$ cat src/rtl/ram_arbiter.sv
// ram_arbiter: shares one single-port synchronous RAM between two masters.
// Registers the RAM command at grant and routes read data back two cycles later.
module ram_arbiter #(
    parameter int unsigned AW        = 8,
    parameter int unsigned DW        = 64,
    parameter int unsigned PRIO_MODE = 0
) (
    input  logic          clk,
    input  logic          reset_n,

    input  logic          m0_req,
    input  logic          m0_wr,
    input  logic [AW-1:0] m0_addr,
    input  logic [DW-1:0] m0_wdata,
    output logic          m0_gnt,
    output logic          m0_rvalid,
    output logic [DW-1:0] m0_rdata,

    input  logic          m1_req,
    input  logic          m1_wr,
    input  logic [AW-1:0] m1_addr,
    input  logic [DW-1:0] m1_wdata,
    output logic          m1_gnt,
    output logic          m1_rvalid,
    output logic [DW-1:0] m1_rdata,

    output logic          ram_cen,
    output logic          ram_wen,
    output logic [AW-1:0] ram_addr,
    output logic [DW-1:0] ram_din,
    input  logic [DW-1:0] ram_dout
);

    typedef enum logic {
        REQ_M0 = 1'b0,
        REQ_M1 = 1'b1
    } req_id_e;

    typedef struct packed {
        logic    v;
        logic    rd;
        req_id_e id;
    } tag_t;

    localparam tag_t TAG_IDLE = '{v: 1'b0, rd: 1'b0, id: REQ_M0};

    req_id_e       last_gnt_q, last_gnt_d;
    logic          cen_q, cen_d;
    logic          wen_q, wen_d;
    logic [AW-1:0] addr_q, addr_d;
    logic [DW-1:0] din_q, din_d;
    tag_t          s1_q, s1_d;
    tag_t          s2_q, s2_d;
    logic          rvalid0_q, rvalid0_d;
    logic          rvalid1_q, rvalid1_d;
    logic [DW-1:0] rdata0_q, rdata0_d;
    logic [DW-1:0] rdata1_q, rdata1_d;

    logic          gnt0, gnt1, xfer;
    req_id_e       win_id;
    logic          win_wr;
    logic [AW-1:0] win_addr;
    logic [DW-1:0] win_wdata;

    // last_gnt resets to m1 so that m0 wins the first conflict
    always_comb begin
        gnt0 = 1'b0;
        gnt1 = 1'b0;
        if (m0_req && m1_req) begin
            if ((PRIO_MODE == 1) || (last_gnt_q == REQ_M1)) begin
                gnt0 = 1'b1;
            end else begin
                gnt1 = 1'b1;
            end
        end else begin
            gnt0 = m0_req;
            gnt1 = m1_req;
        end
    end

    always_comb begin
        xfer      = gnt0 | gnt1;
        win_id    = gnt1 ? REQ_M1   : REQ_M0;
        win_wr    = gnt1 ? m1_wr    : m0_wr;
        win_addr  = gnt1 ? m1_addr  : m0_addr;
        win_wdata = gnt1 ? m1_wdata : m0_wdata;
    end

    always_comb begin
        last_gnt_d = last_gnt_q;
        cen_d      = 1'b0;
        wen_d      = 1'b0;
        addr_d     = addr_q;
        din_d      = din_q;
        s1_d       = TAG_IDLE;
        if (xfer) begin
            last_gnt_d = win_id;
            cen_d      = 1'b1;
            wen_d      = win_wr;
            addr_d     = win_addr;
            din_d      = win_wdata;
            s1_d.v     = 1'b1;
            s1_d.rd    = ~win_wr;
            s1_d.id    = win_id;
        end
    end

    // S2 marks the cycle in which ram_dout carries the read issued two edges earlier
    always_comb begin
        s2_d      = s1_q;
        rvalid0_d = s2_q.v && s2_q.rd && (s2_q.id == REQ_M0);
        rvalid1_d = s2_q.v && s2_q.rd && (s2_q.id == REQ_M1);
        rdata0_d  = rvalid0_d ? ram_dout : rdata0_q;
        rdata1_d  = rvalid1_d ? ram_dout : rdata1_q;
    end

    always_ff @(posedge clk or negedge reset_n) begin
        if (!reset_n) begin
            last_gnt_q <= REQ_M1;
            cen_q      <= 1'b0;
            wen_q      <= 1'b0;
            addr_q     <= '0;
            din_q      <= '0;
            s1_q       <= TAG_IDLE;
            s2_q       <= TAG_IDLE;
            rvalid0_q  <= 1'b0;
            rvalid1_q  <= 1'b0;
            rdata0_q   <= '0;
            rdata1_q   <= '0;
        end else begin
            last_gnt_q <= last_gnt_d;
            cen_q      <= cen_d;
            wen_q      <= wen_d;
            addr_q     <= addr_d;
            din_q      <= din_d;
            s1_q       <= s1_d;
            s2_q       <= s2_d;
            rvalid0_q  <= rvalid0_d;
            rvalid1_q  <= rvalid1_d;
            rdata0_q   <= rdata0_d;
            rdata1_q   <= rdata1_d;
        end
    end

    assign m0_gnt    = gnt0;
    assign m1_gnt    = gnt1;
    assign m0_rvalid = rvalid0_q;
    assign m1_rvalid = rvalid1_q;
    assign m0_rdata  = rdata0_q;
    assign m1_rdata  = rdata1_q;
    assign ram_cen   = cen_q;
    assign ram_wen   = wen_q;
    assign ram_addr  = addr_q;
    assign ram_din   = din_q;

endmodule
$ cat config.mk
export PLATFORM = sky130hd
export DESIGN_NAME = ram_arbiter
export DESIGN_NICKNAME = d
export VERILOG_FILES = /design/src/rtl/ram_arbiter.sv
export SDC_FILE = /design/constraint.sdc
export NUM_CORES = 1
export LEC_CHECK = 0
export CAP_MARGIN = 0
export CORE_AREA = 2 2 164 166
export DETAILED_ROUTE_END_ITERATION = 8
export DIE_AREA = 0 0 166 168
export PLACE_DENSITY_LB_ADDON = 0.05
export SLEW_MARGIN = 20
export SYNTH_ARGS = -nofsm -noshare
export SYNTH_HDL_FRONTEND = slang
export SYNTH_SLANG_ARGS = --single-unit
$ cat constraint.sdc
create_clock -name clk -period 3.52 [get_ports clk]
set_clock_uncertainty 0.15 [all_clocks]
set_input_delay 0.528 -clock clk [delete_from_list [all_inputs] [get_ports clk]]
set_output_delay 0.528 -clock clk [all_outputs]
set_load 0.005 [all_outputs]
==> results.md, run 1 <==
Status:
- The run finished with clean final reports.

Critical path:
- At the worst endpoint, the arrival time is 1910 ps.
- Setup slack on the worst reg-to-reg path comes out at 1490 ps.
- Along the worst path, the maximum fanout reaches 10.
- Counting cells, the worst reg-to-reg path comes to 3.
- STA classifies the critical path startpoint as a register.
- The critical setup path kind is reg2out.
- The critical path data required time is 2840 ps.
- STA classifies the critical path endpoint as an output pin.

Routing:
- After detailed routing, the met3 layer carries 2350 um of wire.
- The post-detailed-route DRC marker count is 0.
- Across all layers, the routed design uses 7,245 vias.
- Dividing the detail-routed via count by the number of cells gives 4.98.
- For this block, wires on met1 add up to 11,500 um.
- Signal routing reaches up to met4.
- Wire segments on met2 add up to 13,900 um in the final route.
- For this block, the initial DRC count from the detailed router was 281.
- The total routed wirelength is 28,600 um.
- In this run the remaining antenna-violating nets after routing total 0.
- The pre-antenna-repair detailed-routing pass consisted of 4 iterations.
- The detail-routed net length per standard cell is 19.7 um.

Logic synthesis:
- After synthesis, the most frequently instantiated cells are 209 x dfrtp_1, 79 x mux2_2.
- Summing every instance area after synthesis gives 0.00910 mm^2.
- Ranked by total cell area, the synthesized netlist is headed by dfrtp_1 57%, mux2_2 9.8%, mux2i_1 7.9%, mux2_1 6.1%, a31oi_1 4.9%.
- Sequential cells were found to cover 57.7% of the synthesized design area.
- The net count after synthesis is 918.
- In this run the mean area of a mapped cell was 12.9 um^2.
- The number of synthesis warnings is 0.
- After synthesis the netlist holds a flip-flop and latch count of 210.
- The largest area contributor in the netlist is dfrtp_1.
- Yosys mapped a number of flops with a built-in enable equal to 0.
- The dominant register cell in the synthesized netlist is dfrtp_1.
- The number of distinct library cells after synthesis is 22.
- The most frequent cell after synthesis is dfrtp_1.
- In this run the biggest area consumer among cell types represents 57.4% of the synthesized area.
- The share of synthesized registers carrying an async set or reset is 100%.
- Synthesis handed over a netlist of 704 instances.

Die:
- The die covers 0.0279 mm^2.
- The core region is 0.0264 mm^2.
- During I/O placement, the number of pins put on the boundary was 420.
- The die is 168 um tall.
- The width of the die is 166 um.
- After floorplanning, the core was divided into 60 placement rows.
- Once the floorplan was initialized, standard cells occupied 34.6% of the core.

STA:
- Setup repair after global routing left no endpoint under its margin.
- Based on the critical path, the design can be clocked at up to 0.387 GHz.
- For the pin with the worst max-slew slack, the measured transition is 876 ps.
- The final-report max-slew violation count came to 0.
- Headroom to the max-slew limit came out at 41.6%.
- The share of the clock period used by the worst path is 73.5%.
- After routing, the total negative slack on setup checks comes to 0 ps.
- The time the worst path needs with I/O delays and setup is 2590 ps.
- The final hold violation count is 0.
- Setup violations remaining at the end of the flow were counted as 0.

Global route:
- The maximum number of pins on one net before global-route repair is 118.
- The initial antenna violation count is 1.
- The first global-routing pass estimated 43,700 um of wire.
- For this run the aggregate overflow at the end of global routing stands at 0.
- The number of global-route vias before repair is 7,455.
- Global routing used 19.7% of the available tracks.

Clock tree:
- The maximum count of clock buffers along a single path is 3.
- The master cell of the clock root buffer is clkbuf_16.
- CTS built an H-tree with a depth of 1.
- Clock latency on the worst-skew pair, taken at its later pin, is 500 ps.
- Clock-pin slew was measured on the worst setup and hold paths at 60 ps.
- The TritonCTS clock tree is done.
- The number of sinks driven by the clock tree is 210.
- The CTS buffer count is 25.

Power and ir drop:
- The switching power of the nets is 2060 uW.
- The analysis attributes to cell leakage a power of 0.00615 uW.
- The internal power contribution is 6020 uW.
- The completed layout was analyzed and its total power is 8070 uW.
- The sequential group share of total power is 40.3%.
- In this run switching power makes up 25.5% of total power.
- The combinational group share of total power is 29.7%.
- The clock network fraction of design power is 30.0%.
- The worst IR drop on VDD is 0.361 mV.
- Dividing total power by cell area gives a power density of 565 mW/mm^2.

Place:
- After legalization and detailed placement, the total HPWL measured 19,800 um.
- The count of buffers added on input and output ports is 419.
- The last weighted congestion value of the routability-driven placer is 0.803.

Layout:
- After the last flow step, the layout net total stands at 1,312.
- Cells with a size suffix above 1 make up 11.5% of the layout.
- The sequential standard cell area is 0.00526 mm^2.
- The fill cell instance count of the final layout is 2,300.
- The multi-input logic area is 0.00349 mm^2.
- The signed area change from the synthesized netlist to the final layout is 56.9%.

Flow run:
- Across the run, the number of max-cap violations was 0.

Min path:
- The class of the tightest hold or removal check is reg2reg.
- Along the worst hold path, the cell count comes to 0.
-- cells in the final DEF, fill, tap and decap left out, drive strengths merged, types with 2 or more instances in the layout --
cell type	synthesis	routed
clkdlybuf4s50	0	416
dfrtp	209	209
mux2	128	128
o21ai	73	73
mux2i	72	72
and3	72	72
a31oi	72	72
clkbuf	23	38
buf	39	11
inv	7	7
clkinv	0	3
nand2	2	2
-- power groups by stage --
stage	combinational, uW	clock (uW)	sequential (uW)
2_1_floorplan	705	0	3340
3_3_place_gp	2420	0	3280
3_5_place_dp	2440	0	3290
4_1_cts	2450	2510	3260
5_1_grt	2570	2620	3330
6_report	2400	2420	3250
-- registers in the layout, indices dropped and copies added, names as in the netlist, 2 cells and up --
register	cells
m0_rdata	64
m1_rdata	64
ram_addr	8
ram_din	64
s1_q	2
s2_q	3
-- worst max-delay path: stages (launching register included) --
cell and delay (ps):
dfstp_2 620, o21ai_0 120, inv_1 140, clkdlybuf4s50_1 510
-- area by class of cell --
class,count,share of cell area [%]
timing repair buffer,429,30.2
tap,341,2.99
clock inverter,4,0.342
antenna,1,0.0175
multi-input combinational,425,24.4
clock buffer,37,4.98
inverter,7,0.184
sequential,210,36.8
-- cell families after synthesis --
family | after synthesis | share of synthesized area (%)
and+or+nand+nor | 77 | 5.24
muxes | 200 | 23.7
buffers and inverters | 69 | 4.08
DFF | 210 | 57.7
AOI/OAI and AO/OA | 148 | 9.21
-- stage by stage --
stage | setup slack (ps) | instances | hold slack, ps | area [um^2] | util, %
2_1_floorplan | 1810 | 704 | 82.4 | 9100 | -
3_3_place_gp | 985 | 1411 | 184 | 13500 | 51.3
3_5_place_dp | 981 | 1411 | 192 | 13500 | 51.3
4_1_cts | 895 | 1453 | 209 | 14300 | 54.2
5_1_grt | 822 | 1454 | 216 | 14300 | 54.2
6_report | 935 | 1454 | 207 | 14300 | 54.2
-- metal layers --
layer,GRT usage [%],vias to the layer above
li1,-,3385
met1,23.4,3530
met2,34.0,283
met3,6.25,47
met4,6.24,0
met5,0,-
-- path summary, 6_finish.rpt --
kind | start | end
setup / recovery | last_gnt_q | m0_gnt
hold / removal | s1_q[0] | s2_q[0]
setup reg to reg | s2_q[2] | m1_rdata[1]
hold reg to reg | s1_q[0] | s2_q[0]
max in group asynchronous | reset_n | ram_din[42]
min in group asynchronous | reset_n | m1_rdata[56]
-- repair_timing --
item	CTS	global route
hold endpoints to repair	32	0
setup buffers	0	0
gates resized for setup	0	0
hold buffers	1	0
(Power assumes the default switching activity.)
==> inputs of run 2 (changes only) <==
clock period = 2.7 ns   (was 3.52 ns; I/O delays follow)
==> results.md, run 2 (synthesis gave the netlist of run 1 again) <==
Power and ir drop:
- The switching share of total power is 25.5%.
- The total leakage power is 0.00616 uW.
- Cell internal power was estimated by the tool at 7810 uW.
- In this run the power spent charging and discharging nets is 2670 uW.
- The worst-case IR drop observed on VDD is 0.480 mV.
- Of the total power, registers draw 40.5%.
- Of the total power, the clock network draws 29.6%.
- The sum of internal, switching and leakage power is 10,500 uW.
- The total power divided by cell area is 733 mW/mm^2.
- Combinational cells account for 29.9% of the total power.

Min path:
- The class of the tightest hold or removal check is in2reg.

Global route:
- The remaining global-route overflow is 0.
- The initial antenna violation count came to 1.
- The wire length of the first global-routing pass is 43,600 um.
- Entering global routing, the biggest net connects 108 pins.
- The total global-route track usage is 19.5%.
- The number of global-route vias before repair came to 7,515.

Clock tree:
- The later pin in the worst-skew pair is clocked with a latency of 500 ps.
- Clock tree synthesis selected as its root buffer the cell clkbuf_16.
- Buffers inserted during clock tree synthesis total 24.
- Clock-pin slew was measured on the worst setup and hold paths at 60 ps.
- CTS built an H-tree with a depth of 1.
- TritonCTS built the clock tree.
- The number of sinks driven by the clock tree is 210.
- In this run the deepest clock path goes through 3 buffers.
- The post-cts sizing count is 0.

Layout:
- Of the cells placed in the final design, the portion with a size suffix greater than 1 is 11.7%.
- The final non-filler cell area is 0.0143 mm^2.
- The multi-input logic area is 0.00349 mm^2.
- Leaving out fill and tap cells, the most frequent cells in the layout are 416 x clkdlybuf4s50_1, 209 x dfrtp_1, 79 x mux2_2.
- Excluding fillers, the count of instances in the completed layout stands at 1,456.
- The signed area change from the synthesized netlist to the final layout is 57.1%.
- The sequential standard cell area is 0.00526 mm^2.
- Fill cells in the final layout number 2,301.
- The library cell used most frequently in the layout, excluding fill and tap cells, is clkdlybuf4s50_1.
- The number of nets at the end of the flow is 1,316.

STA:
- For the pin with the worst max-slew slack, the measured transition is 817 ps.
- The share of the clock period used by the worst path is 92.0%.
- Timing would allow up to 0.403 GHz.
- The worst pin sits at a relative slew slack of 45.6%.
- The final hold violation count is 0.
- Setup violations remaining at the end of the flow were counted as 0.
- The final-report max-slew violation count came to 0.
- The final setup TNS is 0 ps.
- Setup repair after global routing left no endpoint under its margin.
- The hold slack is 25.5 ps.
- The time the worst path needs with I/O delays and setup is 2480 ps.

Critical path:
- For the worst setup path, the data required time is 2140 ps.
- The critical path is of the reg2out type.
- Along the worst path, the maximum fanout reaches 13.
- The worst setup path is captured at an output pin.
- Data arrives at the worst endpoint at 1930 ps.
- The startpoint type of the worst setup path is a register.

Status:
- The run finished with clean final reports.

Die:
- The region available for standard cell placement spans 0.0264 mm^2.
- Once the floorplan was initialized, standard cells occupied 34.6% of the core.
- Pin placement for this block handled 420 I/O pins.
- The width of the die is 166 um.
- The die area is 0.0279 mm^2.
- After floorplanning, the core was divided into 60 placement rows.
- The vertical extent of the die is 168 um.

Routing:
- Wires add up to 28,400 um.
- After detailed routing, the average wire length per cell comes to 19.5 um.
- The total via count in the routed design is 7,290.
- The ratio of routed vias to standard cells is 5.01.
- The first detailed-routing pass ran for 4 iterations.
- The detail route stage leaves a number of antenna-violating nets equal to 0.
- The DRC marker count from the first detailed-route iteration is 303.
- The post-detailed-route DRC marker count is 0.

Place:
- The number of buffers inserted by port buffering is 419.
- The detailed-placement wirelength estimate is 20,000 um.
- The placed cell area is 0.0136 mm^2.
- The number of cells in the design after placement is 1,416.
- The last weighted congestion value of the routability-driven placer is 0.806.

Flow run:
- The number of maximum-capacitance violations is 0.
-- run 2: cell types whose count changed in the layout (fill, tap and decap cells not counted) --
cell,previous run,this run
buf_4,7,11
buf_12,4,5
clkbuf_8,5,4
clkinv_2,2,1
clkinv_4,1,0
-- run 2: final timing paths --
kind,to,startpoint,cells after the start,slack (ps)
worst min-delay path,last_gnt_q,m1_req,3,30
worst max register to register,ram_din[32],last_gnt_q,4,810
worst min register to register,s2_q[0],s1_q[0],0,200
worst max-delay path,m0_gnt,last_gnt_q,3,220
max in group asynchronous,m0_rdata[40],reset_n,3,1320
min in group asynchronous,m1_rdata[56],reset_n,2,310
-- run 2: worst max-delay path, stage by stage, from the launching register on --
cell and delay (ps):
dfstp_2 640, o21ai_0 140, inv_1 130, clkdlybuf4s50_1 520
-- run 2: area by class of cell --
type,instances,area share [%]
sequential,210,36.7
clock buffer,36,4.87
multi-input combinational,425,24.4
tap,341,2.98
timing repair buffer,434,30.5
inverter,7,0.184
clock inverter,2,0.245
antenna,1,0.0175
-- run 2: power by group through the flow --
stage | Clock [uW] | Combinational (uW) | Sequential, uW
floorplan | 0 | 919 | 4350
global placement | 0 | 3160 | 4280
detailed placement | 0 | 3180 | 4300
CTS | 3200 | 3190 | 4250
global route | 3320 | 3350 | 4350
finish | 3100 | 3130 | 4250
-- run 2: what timing repair did --
| item | 4_1_cts | 5_1_grt |
|---|---|---|
| hold buffers | 1 | 0 |
| buffers inserted | 0 | 0 |
| endpoints found under the hold margin | 62 | 0 |
-- run 2: through the flow --
step | utilization, % | worst slack, ps
2_1_floorplan | - | 1230
3_3_place_gp | 51.5 | 739
3_5_place_dp | 51.5 | 738
4_1_cts | 54.3 | 182
5_1_grt | 54.3 | 75.4
6_report | 54.3 | 217
-- run 2: metal layers --
| layer | vias up | global-route usage, % | routed length (um) |
|---|---|---|---|
| met4 | 0 | 6.09 | 915 |
| met3 | 53 | 5.95 | 2180 |
| li1 | 3386 | - | - |
| met2 | 284 | 34.5 | 14000 |
| met1 | 3567 | 22.9 | 11300 |
| met5 | - | 0 | 0 |
==> inputs of run 3 (changes only) <==
SLEW_MARGIN = 15   (was 20)
==> results of run 3 <==
Final layout, timing and power as in run 2 (identical DEF).
